<file path="src/rtl/calc_op_scheduler_if.sv">
// Request/operation/status bundle between the calculator scheduler (master)
// and the debouncers, arithmetic datapath and status display (slave side).
interface calc_op_scheduler_if;
  logic [3:0] Req;
  logic       Op_valid;
  logic [1:0] Op_code;
  logic       Op_ready;
  logic       Done;
  logic       Ovf;
  logic       Busy;
  logic       Locked;
  logic [2:0] Fifo_level;
  logic [7:0] Drop_cnt;

  modport master (
    input  Req, Op_ready, Done, Ovf,
    output Op_valid, Op_code, Busy, Locked, Fifo_level, Drop_cnt
  );

  modport slave (
    output Req, Op_ready, Done, Ovf,
    input  Op_valid, Op_code, Busy, Locked, Fifo_level, Drop_cnt
  );
endinterface

</file>
<file path="src/rtl/calc_op_scheduler.sv">
// Round-robin request arbiter feeding a 4-deep op FIFO and a one-at-a-time issue FSM.
// Optional CALC_OVF_LOCK_EN: overflow on Done locks the scheduler until Reset.
module calc_op_scheduler (
  input  logic                   Clk,
  input  logic                   Reset,
  calc_op_scheduler_if.master    bus
);

  typedef enum logic [1:0] {IDLE, ISSUE, WAIT, LOCK} state_t;

  state_t     state_q, state_d;
  logic [3:0] pend_q, pend_d;
  logic [1:0] rr_ptr_q, rr_ptr_d;
  logic [1:0] wr_ptr_q, wr_ptr_d;
  logic [1:0] rd_ptr_q, rd_ptr_d;
  logic [2:0] count_q, count_d;
  logic [1:0] op_code_q, op_code_d;
  logic [7:0] drop_cnt_q, drop_cnt_d;
  logic [1:0] fifo_mem [4];

  logic       grant_vld;
  logic [1:0] grant_idx;
  logic [1:0] cand;
  logic [3:0] grant_mask;
  logic [3:0] req_eff;
  logic [3:0] drops;
  logic [2:0] n_drops;
  logic [8:0] drop_sum;
  logic       pop;
  logic       flush;

  always_comb begin
    state_d    = state_q;
    pend_d     = pend_q;
    rr_ptr_d   = rr_ptr_q;
    wr_ptr_d   = wr_ptr_q;
    rd_ptr_d   = rd_ptr_q;
    count_d    = count_q;
    op_code_d  = op_code_q;
    drop_cnt_d = drop_cnt_q;
    grant_vld  = 1'b0;
    grant_idx  = 2'd0;
    cand       = 2'd0;
    n_drops    = 3'd0;
    pop        = 1'b0;

    // Entering or sitting in LOCK wipes all queued and pending work.
`ifdef CALC_OVF_LOCK_EN
    flush = (state_q == LOCK) || (state_q == WAIT && bus.Done && bus.Ovf);
`else
    flush = 1'b0;
`endif

    req_eff = flush ? 4'd0 : bus.Req;

    if (!flush && count_q < 3'd4) begin
      for (int k = 0; k < 4; k++) begin
        cand = rr_ptr_q + 2'(k);
        if (!grant_vld && pend_q[cand]) begin
          grant_vld = 1'b1;
          grant_idx = cand;
        end
      end
    end

    grant_mask = grant_vld ? (4'b0001 << grant_idx) : 4'b0000;
    // A request on a bit granted this cycle re-arms it instead of dropping.
    drops      = req_eff & pend_q & ~grant_mask;
    pend_d     = flush ? 4'd0 : ((pend_q & ~grant_mask) | req_eff);

    for (int k = 0; k < 4; k++) begin
      n_drops = n_drops + {2'd0, drops[k]};
    end
    drop_sum   = {1'b0, drop_cnt_q} + {6'd0, n_drops};
    drop_cnt_d = drop_sum[8] ? 8'hFF : drop_sum[7:0];

    if (grant_vld) begin
      rr_ptr_d = grant_idx + 2'd1;
      wr_ptr_d = wr_ptr_q + 2'd1;
    end

    case (state_q)
      IDLE: begin
        if (count_q != 3'd0) begin
          op_code_d = fifo_mem[rd_ptr_q];
          state_d   = ISSUE;
        end
      end
      ISSUE: begin
        if (bus.Op_ready) begin
          pop     = 1'b1;
          state_d = WAIT;
        end
      end
      WAIT: begin
        if (bus.Done) begin
`ifdef CALC_OVF_LOCK_EN
          state_d = bus.Ovf ? LOCK : IDLE;
`else
          state_d = IDLE;
`endif
        end
      end
      LOCK: state_d = LOCK;
      default: state_d = IDLE;
    endcase

    if (pop) begin
      rd_ptr_d = rd_ptr_q + 2'd1;
    end
    count_d = count_q + {2'd0, grant_vld} - {2'd0, pop};

    if (flush) begin
      count_d  = 3'd0;
      rd_ptr_d = wr_ptr_q;
      wr_ptr_d = wr_ptr_q;
    end
  end

  always_ff @(posedge Clk) begin
    if (Reset) begin
      state_q    <= IDLE;
      pend_q     <= 4'd0;
      rr_ptr_q   <= 2'd0;
      wr_ptr_q   <= 2'd0;
      rd_ptr_q   <= 2'd0;
      count_q    <= 3'd0;
      op_code_q  <= 2'd0;
      drop_cnt_q <= 8'd0;
    end else begin
      state_q    <= state_d;
      pend_q     <= pend_d;
      rr_ptr_q   <= rr_ptr_d;
      wr_ptr_q   <= wr_ptr_d;
      rd_ptr_q   <= rd_ptr_d;
      count_q    <= count_d;
      op_code_q  <= op_code_d;
      drop_cnt_q <= drop_cnt_d;
    end
  end

  always_ff @(posedge Clk) begin
    if (!Reset && grant_vld) begin
      fifo_mem[wr_ptr_q] <= grant_idx;
    end
  end

  assign bus.Op_valid   = (state_q == ISSUE);
  assign bus.Op_code    = op_code_q;
  assign bus.Fifo_level = count_q;
  assign bus.Drop_cnt   = drop_cnt_q;
  assign bus.Busy       = (state_q != IDLE) || (count_q != 3'd0) || (pend_q != 4'd0);
`ifdef CALC_OVF_LOCK_EN
  assign bus.Locked     = (state_q == LOCK);
`else
  assign bus.Locked     = 1'b0;
`endif

endmodule

</file>
<file path="src/flat_wrapper.sv">
// flat-port wrapper written by rule: the top's interface ports become plain ports
module calc_op_scheduler_flat 
  (Clk, Reset, bus_Req, bus_Op_ready, bus_Done, bus_Ovf, bus_Op_valid, bus_Op_code, bus_Busy, bus_Locked, bus_Fifo_level, bus_Drop_cnt);
  calc_op_scheduler_if bus_i ();
  input  logic Clk;
  input  logic Reset;
  input wire logic [$bits(bus_i.Req)-1:0] bus_Req;
  input wire logic [$bits(bus_i.Op_ready)-1:0] bus_Op_ready;
  input wire logic [$bits(bus_i.Done)-1:0] bus_Done;
  input wire logic [$bits(bus_i.Ovf)-1:0] bus_Ovf;
  output wire logic [$bits(bus_i.Op_valid)-1:0] bus_Op_valid;
  output wire logic [$bits(bus_i.Op_code)-1:0] bus_Op_code;
  output wire logic [$bits(bus_i.Busy)-1:0] bus_Busy;
  output wire logic [$bits(bus_i.Locked)-1:0] bus_Locked;
  output wire logic [$bits(bus_i.Fifo_level)-1:0] bus_Fifo_level;
  output wire logic [$bits(bus_i.Drop_cnt)-1:0] bus_Drop_cnt;
  assign bus_i.Req = bus_Req;
  assign bus_i.Op_ready = bus_Op_ready;
  assign bus_i.Done = bus_Done;
  assign bus_i.Ovf = bus_Ovf;
  assign bus_Op_valid = bus_i.Op_valid;
  assign bus_Op_code = bus_i.Op_code;
  assign bus_Busy = bus_i.Busy;
  assign bus_Locked = bus_i.Locked;
  assign bus_Fifo_level = bus_i.Fifo_level;
  assign bus_Drop_cnt = bus_i.Drop_cnt;
  calc_op_scheduler u_core (.Clk(Clk), .Reset(Reset), .bus(bus_i));
endmodule
</file>
<file path="config.mk">
export PLATFORM = sky130hd
export DESIGN_NAME = calc_op_scheduler_flat
export DESIGN_NICKNAME = d
export VERILOG_FILES = /design/src/rtl/calc_op_scheduler_if.sv /design/src/rtl/calc_op_scheduler.sv /design/src/flat_wrapper.sv
export SDC_FILE = /design/constraint.sdc
export NUM_CORES = 1
export LEC_CHECK = 0
export CORE_UTILIZATION = 39
export CTS_CLUSTER_DIAMETER = 30
export DETAILED_ROUTE_END_ITERATION = 10
export PLACE_DENSITY = 0.7
export SYNTH_ARGS = -nofsm -noshare
export SYNTH_HDL_FRONTEND = slang
export SYNTH_SLANG_ARGS = --single-unit
</file>
<file path="constraint.sdc">
create_clock -name Clk -period 3.5 [get_ports Clk]
set_clock_uncertainty 0.2 [all_clocks]
set_input_delay 0.7 -clock Clk [delete_from_list [all_inputs] [get_ports Clk]]
set_output_delay 0.7 -clock Clk [all_outputs]
set_load 0.02 [all_outputs]
</file>
==> results of run 1 <==
==> final cells by class <==
class	count	area (um^2)
clock buffer	6	72.6
clock inverter	2	33.8
fill	379	1900
inverter	19	73.8
multi-input combinational	123	1060
sequential	33	748
tap	52	65.1
timing repair buffer	45	397
==> metal layers <==
metal	global-route usage, %	up-vias	wire length [um]
li1	-	693	-
met1	19.1	647	1640
met2	23.0	22	1660
met3	3.51	6	93
met4	7.48	0	69
met5	0	-	0
==> cells in the mapped netlist, types with 3 or more instances <==
library cell	count	area (um^2)
inv_1	17	63.8
mux2i_1	4	40.0
nor3_1	5	25.0
nand2b_1	3	18.8
edfxtp_1	8	240
nand3_1	4	20.0
and2_1	5	31.3
dfxtp_1	25	500
fa_1	3	60.1
nand2_1	7	26.3
nor2_1	26	97.6
a21oi_1	11	55.1
xnor2_1	5	43.8
xor2_1	4	35.0
ha_1	15	188
==> timing repair <==
action	CTS	global route
hold buffers	0	0
cloned	0	0
setup buffers	1	3
gates resized for setup	5	9
pin swaps	2	18
endpoints found under the setup margin	8	8
==> stage by stage <==
step           instances  utilization (%)
2_1_floorplan        180                -
3_3_place_gp         268             51.7
3_5_place_dp         268             51.7
4_1_cts              277             55.1
5_1_grt              280             56.4
6_report             280             56.4
==> power groups by stage <==
| stage | combinational, mW | sequential (mW) | clock [mW] |
|---|---|---|---|
| global route | 0.918 | 0.605 | 0.376 |
| global placement | 0.772 | 0.590 | 0 |
| finish | 0.834 | 0.591 | 0.349 |
| floorplan | 0.465 | 0.622 | 0 |
| detailed placement | 0.783 | 0.593 | 0 |
| CTS | 0.800 | 0.588 | 0.360 |
==> registers in the layout, summed over array words and instances, names as in the netlist <==
name	count
u_core.rr_ptr_q	2
u_core.rd_ptr_q	2
u_core.bus.Drop_cnt	8
u_core.wr_ptr_q	2
u_core.state_q	2
u_core.bus.Fifo_level	3
u_core.fifo_mem	8
u_core.bus.Op_code	2
u_core.pend_q	4
==> worst max-delay path: stages (launching register included) <==
cell and delay, ns:
dfxtp_4 0.36, nand3b_1 0.19, a21o_1 0.18, a221o_2 0.41, nand3b_4 0.10, and3_4 0.18, ha_4 0.20, fa_2 0.55
ha_4 0.13, inv_2 0.03, fa_2 0.33, nand2b_4 0.17, a21oi_4 0.20, nand3_4 0.16, a21oi_1 0.19
==> cells by family (layout without fill, tap and decap cells) <==
family	Yosys count	in the layout	synth area share, %
other	1	1	0.213
AO/OA/AOI/OAI	26	26	10.6
adder cells (fa/ha/maj)	18	18	14.1
AND/OR/NAND/NOR	63	63	17.7
flip-flops	33	33	42.1
XOR/XNOR	9	9	4.48
multiplexers	6	6	4.84
buffers and inverters	24	72	5.97
==> worst max-delay path by stage <==
stage | endpoint | slack [ns] | cells past startpoint
detailed placement | u_core.bus.Drop_cnt[5]$_SDFF_PP0_ | -0.20 | 14
global placement | u_core.bus.Drop_cnt[5]$_SDFF_PP0_ | -0.17 | 14
global route | u_core.bus.Drop_cnt[2]$_SDFF_PP0_ | -0.29 | 15
CTS | u_core.bus.Drop_cnt[5]$_SDFF_PP0_ | -0.13 | 14
floorplan | u_core.bus.Drop_cnt[5]$_SDFF_PP0_ | 0.005 | 15
finish | u_core.bus.Drop_cnt[2]$_SDFF_PP0_ | -0.18 | 14
==> summary.md, run 1 <==
| Metric | Value |
|---|---|
| Status | finished with violations |
| Failing checks | negative setup slack |
| Static Leak | 1.01 nW |
| Final worst path period share | 105% |
| Total Nets Final | 254 |
| Pwr per Cell Area | 723 mW/mm^2 |
| Die H | 69.2 um |
| Number of core rows | 24 |
| Cell Area, Synth | 0.00176 mm^2 |
| Maximum fanout along the worst path | 6 |
| Antenna Nets Post-Route | 0 |
| Worst-Margin Slew | 0.681 ns |
| Clock sink total | 33 |
| Unrepaired setup endpoints after global routing | yes |
| Drt initial violations | 46 |
| Comb power frac | 47.0% |
| Seq pwr share | 33.3% |
| Max clock buf depth | 2 |
| Minimum clock period | 3.68 ns |
| Maximum operating frequency | 271 MHz |
| Crit path DAT | 3.68 ns |
| Largest net degree at the start of global routing | 15 |
| Post-synth top flop | dfxtp_1 |
| Worst Path Class, Setup | reg -> reg |
| DPL Wire Length | 2500 um |
| CTS tree | done |
| Synth-to-Final Area Change | 39.5% |
| CP startpoint | u_core.rr_ptr_q[1]$_SDFFE_PP0N_ |
| Most common cell after layout, fill and taps aside | nor2_1 |
| Distinct cell type count of the synthesized netlist | 43 |
| Post-Place Setup Slack | -0.199 ns |
| Setup ws final | -0.185 ns |
| Placed Area | 0.00225 mm^2 |
| # setup viols final | 8 |
| Seq/Total Area, Yosys | 42.1% |
| Clk_lat worst skew | 0.29 ns |
| Post-synth EDFFs | 8 |
| Via count | 1368 |
| PortBufs | 22 |
| Total power | 1.77 mW |
| Worst relative slew slack | 54.4% |
| Sw frac | 34.9% |
| Hold_ws | 0.297 ns |
| N_diodes | 0 |
| Core area | 0.00435 mm^2 |
| Maximum capacitance violations | 0 |
| Vias in the first global route | 1260 |
| Required @ worst endpoint | 3.50 ns |
| # IOs | 25 |
| DRC | 0 |
| Fin. Hold Viols | 0 |
| Die area | 0.00478 mm^2 |
| Cells after Synth | 180 |
| Pins Over Slew Limit | 0 |
| Avg Inst Size Synth | 9.77 um^2 |
| Critical R2R Launch | u_core.rr_ptr_q[1]$_SDFFE_PP0N_ |
| Synth Register Bits | 33 |
| Reg2Reg Capture Point | u_core.bus.Drop_cnt[2]$_SDFF_PP0_ |
| Hold endpoint | u_core.bus.Op_code[1]$_SDFFE_PP0P_ |
| Reg2Reg Depth | 14 |
| Syn_nets | 207 |
| Worst-path clk slew | 0.07 ns |
| Share of layout cells above drive strength 1 | 28.5% |
| Hold path depth | 2 |
| Clock network fraction of total power | 19.7% |
| Final Instance Area | 0.00245 mm^2 |
| Hold crit path type | reg -> reg |
| Final setup TNS | -0.919 ns |
| Post-Route WL | 3460 um |
| Yosys warns | 0 |
| CP Capture Type | flop |
| Width of the chip | 69.2 um |
| FFs w/ async S/R, synth | 0% |
| P_sw | 0.619 mW |
| TritonRoute pass-1 iters | 4 |
| Most frequent cells in the layout | nor2_1 (26), clkdlybuf4s50_1 (22), buf_4 (22) |
| Vias per inst | 4.89 |
| Clock root buffer | clkbuf_8 |
| CTS buffer count | 5 |
| Int Pwr | 1.16 mW |
| Global route overflow | 0 |
| Initial antenna violation count | 0 |
| Wire per inst | 12.4 um |
| Worst hold start | u_core.bus.Op_code[1]$_SDFFE_PP0P_ |
| Tot GR Track Use | 14.8% |
| H-tree depth | 2 |
| Maximum vdd drop | 262 uV |
| Initial core utilization | 40.4% |
| GPL Wtd Cong | 0.800 |
| First-pass GRT wire length | 5590 um |
| Startpoint types | flop |
| Reg2Reg Setup Slack | -0.18 ns |
Note: power is estimated with default switching activity, not from simulation.
==> inputs of run 2 (changes only) <==
RECOVER_POWER = 100   (was default)
==> results of run 2 <==
Final layout, timing and power as in run 1 (identical DEF).
